--- src/rtl/mult_div_unit.sv ---
`default_nettype none
// ============================================================================
// Module   : mult_div_unit
// Function : Iterative MULT/MULTU/DIV/DIVU into HI/LO. Optional
//            MULTDIV_DIVZERO_FAST_EN short-circuits a zero divisor.
// Revision : 1.0
// ============================================================================
module mult_div_unit #(
  parameter int DATA_WIDTH = 32
) (
  input  logic                  clk,
  input  logic                  reset,
  input  logic                  start,
  input  logic [1:0]            op,
  input  logic [DATA_WIDTH-1:0] operandA,
  input  logic [DATA_WIDTH-1:0] operandB,
  input  logic                  hiWrite,
  input  logic                  loWrite,
  output logic                  busy,
  output logic                  done,
  output logic                  divByZero,
  output logic [DATA_WIDTH-1:0] hi,
  output logic [DATA_WIDTH-1:0] lo
);

  localparam int CNT_W = $clog2(DATA_WIDTH) + 1;
  localparam logic [CNT_W-1:0] CNT_LAST = CNT_W'(DATA_WIDTH - 1);
  localparam logic [CNT_W-1:0] CNT_ONE  = CNT_W'(1);

  typedef enum logic [1:0] {
    S_IDLE   = 2'd0,
    S_RUN    = 2'd1,
    S_FINISH = 2'd2
  } state_t;

  state_t                  state_q, state_d;
  logic [CNT_W-1:0]        cnt_q, cnt_d;
  logic [DATA_WIDTH-1:0]   acc_q, acc_d;     // product high half / remainder
  logic [DATA_WIDTH-1:0]   wrk_q, wrk_d;     // multiplier / dividend -> quotient
  logic [DATA_WIDTH-1:0]   b_q, b_d;         // multiplicand / divisor magnitude
  logic [DATA_WIDTH-1:0]   a_q, a_d;         // raw dividend for the zero-divisor HI
  logic                    isdiv_q, isdiv_d;
  logic                    negq_q, negq_d;
  logic                    negr_q, negr_d;
  logic                    divz_q, divz_d;
  logic [DATA_WIDTH-1:0]   hi_q, hi_d;
  logic [DATA_WIDTH-1:0]   lo_q, lo_d;
  logic                    done_q, done_d;
  logic                    dbz_q, dbz_d;

  logic                    sign_a, sign_b;
  logic [DATA_WIDTH-1:0]   mag_a, mag_b;
  logic [DATA_WIDTH:0]     mul_sum, div_sh, div_diff;
  logic [2*DATA_WIDTH-1:0] prod;

  assign sign_a   = ~op[0] & operandA[DATA_WIDTH-1];
  assign sign_b   = ~op[0] & operandB[DATA_WIDTH-1];
  assign mag_a    = sign_a ? -operandA : operandA;
  assign mag_b    = sign_b ? -operandB : operandB;
  assign mul_sum  = {1'b0, acc_q} + {1'b0, (wrk_q[0] ? b_q : '0)};
  assign div_sh   = {acc_q, wrk_q[DATA_WIDTH-1]};
  assign div_diff = div_sh - {1'b0, b_q};
  assign prod     = negq_q ? -{acc_q, wrk_q} : {acc_q, wrk_q};

  always_ff @(posedge clk) begin
    if (reset) begin
      state_q <= S_IDLE;
      cnt_q   <= '0;
      acc_q   <= '0;
      wrk_q   <= '0;
      b_q     <= '0;
      a_q     <= '0;
      isdiv_q <= 1'b0;
      negq_q  <= 1'b0;
      negr_q  <= 1'b0;
      divz_q  <= 1'b0;
      hi_q    <= '0;
      lo_q    <= '0;
      done_q  <= 1'b0;
      dbz_q   <= 1'b0;
    end else begin
      state_q <= state_d;
      cnt_q   <= cnt_d;
      acc_q   <= acc_d;
      wrk_q   <= wrk_d;
      b_q     <= b_d;
      a_q     <= a_d;
      isdiv_q <= isdiv_d;
      negq_q  <= negq_d;
      negr_q  <= negr_d;
      divz_q  <= divz_d;
      hi_q    <= hi_d;
      lo_q    <= lo_d;
      done_q  <= done_d;
      dbz_q   <= dbz_d;
    end
  end

  always_comb begin
    state_d = state_q;
    cnt_d   = cnt_q;
    acc_d   = acc_q;
    wrk_d   = wrk_q;
    b_d     = b_q;
    a_d     = a_q;
    isdiv_d = isdiv_q;
    negq_d  = negq_q;
    negr_d  = negr_q;
    divz_d  = divz_q;
    hi_d    = hi_q;
    lo_d    = lo_q;
    done_d  = 1'b0;
    dbz_d   = dbz_q;
    case (state_q)
      S_IDLE: begin
        if (hiWrite) hi_d = operandA;
        if (loWrite) lo_d = operandA;
        if (start) begin
          state_d = S_RUN;
          cnt_d   = '0;
          acc_d   = '0;
          wrk_d   = op[1] ? mag_a : mag_b;
          b_d     = op[1] ? mag_b : mag_a;
          a_d     = operandA;
          isdiv_d = op[1];
          negq_d  = sign_a ^ sign_b;
          negr_d  = sign_a;
          divz_d  = op[1] && (operandB == '0);
`ifdef MULTDIV_DIVZERO_FAST_EN
          if (op[1] && (operandB == '0)) state_d = S_FINISH;
`else
`endif
        end
      end
      S_RUN: begin
        cnt_d = cnt_q + CNT_ONE;
        if (isdiv_q) begin
          // Restoring step: keep the shifted remainder when the trial subtract borrows.
          acc_d = div_diff[DATA_WIDTH] ? div_sh[DATA_WIDTH-1:0] : div_diff[DATA_WIDTH-1:0];
          wrk_d = {wrk_q[DATA_WIDTH-2:0], ~div_diff[DATA_WIDTH]};
        end else begin
          acc_d = mul_sum[DATA_WIDTH:1];
          wrk_d = {mul_sum[0], wrk_q[DATA_WIDTH-1:1]};
        end
        if (cnt_q == CNT_LAST) state_d = S_FINISH;
      end
      S_FINISH: begin
        state_d = S_IDLE;
        done_d  = 1'b1;
        dbz_d   = divz_q;
        if (divz_q) begin
          hi_d = a_q;
          lo_d = '1;
        end else if (isdiv_q) begin
          lo_d = negq_q ? -wrk_q : wrk_q;
          hi_d = negr_q ? -acc_q : acc_q;
        end else begin
          hi_d = prod[2*DATA_WIDTH-1:DATA_WIDTH];
          lo_d = prod[DATA_WIDTH-1:0];
        end
      end
      default: state_d = S_IDLE;
    endcase
  end

  assign busy      = (state_q != S_IDLE);
  assign done      = done_q;
  assign divByZero = dbz_q;
  assign hi        = hi_q;
  assign lo        = lo_q;

endmodule
`default_nettype wire

--- config.mk ---
export PLATFORM = sky130hd
export DESIGN_NAME = mult_div_unit
export DESIGN_NICKNAME = d
export VERILOG_FILES = /design/src/rtl/mult_div_unit.sv
export SDC_FILE = /design/constraint.sdc
export NUM_CORES = 1
export LEC_CHECK = 0
export CORE_ASPECT_RATIO = 0.6
export CORE_MARGIN = 1.5
export CORE_UTILIZATION = 54
export CTS_CLUSTER_SIZE = 16
export DETAILED_ROUTE_END_ITERATION = 6
export GPL_TIMING_DRIVEN = 0
export PLACE_DENSITY_LB_ADDON = 0.3
export REMOVE_ABC_BUFFERS = 1
export SYNTH_ARGS = -nofsm -noshare
export SYNTH_HDL_FRONTEND = slang
export SYNTH_SLANG_ARGS = --single-unit
--- constraint.sdc ---
create_clock -name clk -period 3.9 [get_ports clk]
set_clock_uncertainty 0.2 [all_clocks]
set_input_delay 0.78 -clock clk [delete_from_list [all_inputs] [get_ports clk]]
set_output_delay 0.78 -clock clk [all_outputs]
set_load 0.05 [all_outputs]
-- Word-level counts from Yosys, hierarchy flattened
Index checks and enable logic that the tools add are counted.
- latch bits: 0
- RAM bits: 0
- memories kept: 0
- bits of input ports: 71
- flip-flop bits (word level): 206
- output and inout port bits: 67
- memory bits (read-only): 0
- add/subtract/negate cells: 8
- divide/modulo/power cells: 0
- multiplexer cells: 29
- equality and inequality tests: 7
- $mul: 0
- magnitude comparators: 0
- shift operators: 0
- bitwise logic cells: 5
- reductions and logical operators: 11
- operators with widths (kind ; count):
    2-to-1 mux 32 bit ; 18
    one-hot mux 32 bit (2 select lines) ; 4
    negation 32 bit ; 4
    2-to-1 mux 64 bit ; 1
    negation 64 bit ; 1
    adder 32 x 32 -> 33 bit ; 1
    subtractor 33 x 32 -> 33 bit ; 1
    zero test 32 bit ; 1
    one-hot mux 6 bit (2 select lines) ; 1
    AND reduction 2 bit ; 5
    inequality test 2 bit (second input constant) ; 4
    adder 6 x 1 -> 6 bit (second input constant) ; 1
    == test 6 x 5 -> 1 bit (second input constant) ; 1
    2-to-1 mux 6 bit ; 1
    nonzero test 2 bit ; 3
    2-to-1 mux 2 bit ; 2
    one-hot mux 2 bit (2 select lines) ; 1
    bitwise AND 1 bit ; 2
    == test 2 x 1 -> 1 bit (second input constant) ; 1
    == test 2 bit (second input constant) ; 1
    zero test 2 bit ; 1
    inverter 1 bit ; 2
    logical AND 1 bit ; 1
    2-to-1 mux 1 bit ; 1
    bitwise XOR 1 bit ; 1

-- Logic depth before layout (Yosys ltp)
- depth after elaboration: 6
- depth in mapped cells: 16

-- Least setup slack after synthesis
OpenSTA, ideal clock, no wires.
- path kind: input-to-reg
- start point: in operandB[16]
- end point: reg wrk_q[30]
- slack: 209 ps
- path buffers: 0
- stages: 8
- arrival: 3369 ps
- cells stage by stage: or4_4 or3_4 or3_4 or4_4 o41ai_4 xor2_1 o21ai_1 a221o_1
- word-level cells in the longest chain between the ends: 5
- RTL lines (what ; line ; RTL):
    start, declared ; 16 ; input logic [DATA_WIDTH-1:0] operandB,
    negation 32 bit ; 59 ; assign mag_b = sign_b ? -operandB : operandB;
    2-to-1 mux 32 bit ; 59 ;
    2-to-1 mux 32 bit ; 122 ; wrk_d = op[1] ? mag_a : mag_b;
    2-to-1 mux 32 bit ; 118 ; if (start) begin
    one-hot mux 32 bit (2 select lines) ; 114 ; case (state_q)
    end signal, assigned ; 85 ; wrk_q <= wrk_d;
    end, declared ; 39 ; logic [DATA_WIDTH-1:0] wrk_q, wrk_d;
Every way passes these cells. The select of a mux whose other input is x is not followed.
A chain may end at the register's enable or synchronous reset.

-- Final worst setup path
- start point: in operandB[17]
- end point: reg wrk_q[30]
Same word-level chain as after synthesis.

==> metrics.md <==
| Metric | Value |
|---|---|
| Status | completed |
| Final setup margin | 74.94 ps |
| # port buffers | 137 |
| RSZ-0062 raised after global routing | true |
| Crit-path cells | clkdlybuf4s50_1 > or4_4 > or3_4 > or3_4 > or4_4 > o41ai_4 > xor2_2 > o21ai_2 > a221o_1 |
| Tmin final | 3825 ps |
| DR iter-0 viols | 2378 |
| Synth Area in Simple Gates | 0.2135 |
| Count of state elements after synthesis | 206 |
| Startpoint types | primary input |
| Final cell count without fillers | 2603 |
| Pre-CTS WS | -1003 ps |
| Achievable clock frequency | 0.2614 GHz |
| Sequential area share after synthesis | 0.2601 |
| Most common cell after layout, fill and taps aside | nand2_1 |
| Top cells by area, synth | dfxtp_1 26%, a21oi_1 7.4%, nand2_1 6.5% |
| Initial cell density of the core | 0.5500 |
| Num CTS Buffers | 22 |
| CP top delay family | simple AND/OR/NAND/NOR gates |
| Area share of xor/xnor cells in the synthesized design | 0.09557 |
| Core Rows | 48 |
| Ports | 138 |
| GRT Util Overall | 0.3638 |
| Static leakage | 0.007127 µW |
| Layout cell share with drive strength beyond 1 | 0.06376 |
| Rel. slew slack | 0.03704 |
| FFs w/ async S/R, synth | 0 |
| Post-route DRC | 0 |
| CTS tree | yes |
| Clk Latency, worst-skew pair | 540 ps |
| Mux cell area share after synthesis | 0.03101 |
| Die X | 224.2 µm |
| Synth Instances | 2181 |
| Grt ovf | 0 |
| Hold Path Class | reg2reg |
| Type of destination of the critical path | flop |
| Setup CP Type | in2reg |
| Yosys warning count | 0 |
| Actual slew at the worst max-slew pin | 1441 ps |
| CP peak stage delay | 560 ps |
| Vias in the first global route | 15151 |
| Vias/cell | 6.650 |
| Slowest CP cell | or4_4 |
| Number of flops mapped to enable cells by yosys | 0 |
| CTS root buf | clkbuf_16 |
| Commonest non-fill, non-tap cells in the layout | 272 x nand2_1, 249 x nor2_1, 230 x a21oi_1, 199 x dfxtp_1, 132 x clkdlybuf4s50_1 |
| Critical Path AT | 4050 ps |
| Routed length per placed instance | 22.06 µm |
| First-pass GRT wire length | 86.79 mm |
| Buf/Inv on CP | 1 |
| # fillers | 2553 |
| Die Y | 135.7 µm |
| Post-Synth Adder-Cell Area | 0.05698 |
| Pin count of the biggest net entering global routing | 123 |
| Synth Area in Compound Gates | 0.2899 |
| Post-synth top flop | dfxtp_1 |
| Net count reported at finish | 2354 |
| Clk buf depth | 3 |
| DRT Pass-1 Iters | 6 |
| Worst Path Required | 4130 ps |
| Antenna-violating nets left | 0 |
| Pwr dens | 362.4 nW/µm² |
| Setup violators final | 0 |
| Largest family of logic cells by synthesized area | compound AO/OA/AOI/OAI gates |
| Final hold slack | 254.0 ps |
| Hold_buf cts | 0 |
| Post-DP HPWL | 41.31 mm |
| Placer Congestion | 0.9573 |
| Via count | 17311 |
| Initial antenna violation count | 0 |
| Setup slack, reg-to-reg | 90 ps |
| Peak supply drop | 0.3371 mV |
| Final period utilization | 0.9808 |
| H-tree lvl count | 1 |
| Crit-path max FO | 5 |
| Average cell area after synthesis | 7.270 µm² |
| Setup TNS | 0 ps |
| Area Growth Syn to Fin | 16.71% |
| WL final | 57.43 mm |
| Die area | 30430 µm² |
| Post-synth top area share | 0.2601 |
| Final hold violation count | 0 |
| Core Footprint | 28830 µm² |
| Pwr Total | 6706 µW |
| Synth unique cells | 77 |
| Biggest area consumer among synthesized cells | dfxtp_1 |
| Synthesized cell area | 15860 µm² |
| DP Cell Count | 2550 |
| Fin. max-slew vios | 0 |
| Clock sink count | 206 |
| Clock transition at path regs | 70 ps |
| Max-Cap Viols | 0 |
==> final timing paths <==
check                   startpoint                endpoint  depth (start not counted)
max                   operandB[17]  wrk_q[30]$_SDFFE_PP0P_                          9
min reg2reg   b_q[16]$_SDFFE_PP0P_    b_q[16]$_SDFFE_PP0P_                          2
min           b_q[16]$_SDFFE_PP0P_    b_q[16]$_SDFFE_PP0P_                          2
max reg2reg  wrk_q[7]$_SDFFE_PP0P_      hi[7]$_SDFFE_PP0P_                         11
==> registers in the layout (all words and copies together), names as in the netlist, 2 cells and up <==
register and flops:
hi 32, acc_q 32, a_q 32, wrk_q 32
b_q 32, lo 32, cnt_q 6, state_q 2
==> through the flow <==
| stage | instance area (µm²) | utilization |
|---|---|---|
| after floorplan | 15260 | - |
| after global placement | 17100 | 0.5931 |
| after detailed placement | 17390 | 0.6033 |
| after CTS | 18260 | 0.6333 |
| after global routing | 18500 | 0.6418 |
| final | 18510 | 0.6419 |
==> cells by family (layout without fill, tap and decap cells) <==
| family | count (synthesis) | in the layout |
|---|---|---|
| simple gates | 753 | 753 |
| mux | 49 | 49 |
| compound gates | 709 | 709 |
| xor+xnor | 173 | 173 |
| flops | 206 | 206 |
| other cells | 0 | 1 |
| buf+inv | 220 | 266 |
| fa+ha+maj | 71 | 71 |
==> per-layer routing <==
layer  share of wire  global-route usage
met1            0.45              0.5391
met2            0.39              0.4962
met3            0.12              0.1011
met4           0.034              0.1253
met5               0                   0
==> cells in the mapped netlist, drive strengths merged (9+ instances only) <==
master	n
a211oi	73
a21o	36
a21oi	234
a221oi	12
a22oi	29
a311oi	23
a31oi	16
and2	12
buf	27
clkbuf	129
dfxtp	206
ha	69
inv	63
mux2i	48
nand2	273
nand2b	23
nand3	22
nand4	9
nor2	259
nor2b	15
nor3	47
nor4	18
o211ai	38
o21a	14
o21ai	111
o21bai	11
o221ai	16
o22ai	20
o31ai	20
o41ai	12
or3	23
or4	16
xnor2	100
xor2	73
==> cell type report <==
type | count | area (µm²) | area share
timing repair inverter | 1 | 7.507 | 0.0004057
clock buffer | 30 | 621.8 | 0.03360
inverter | 64 | 247.7 | 0.01339
timing repair buffer | 162 | 1712 | 0.09250
tap | 375 | 469.2 | 0.02536
clock inverter | 9 | 122.6 | 0.006626
antenna | 1 | 2.502 | 0.0001352
multi-input combinational | 1755 | 11180 | 0.6043
sequential | 206 | 4140 | 0.2237
==> worst min-delay path: stages, from the launching register on <==
cell and delay [ps]:
dfxtp_1 310, nand2_1 50, a21oi_1 50
==> timing repair <==
item / in CTS / in global routing
setup buffers: 6 / 6
endpoints found under the setup margin: 59 / 51
pin swaps: 3 / 6
gates resized for setup: 17 / 42
cloned: 1 / 0
==> where the power goes <==
part	internal (µW)	switching, µW	total [µW]
Clock	1310	929	2240
Sequential	2250	186	2430
Combinational	764	1260	2030
Power figures use the tool's default switching activity.
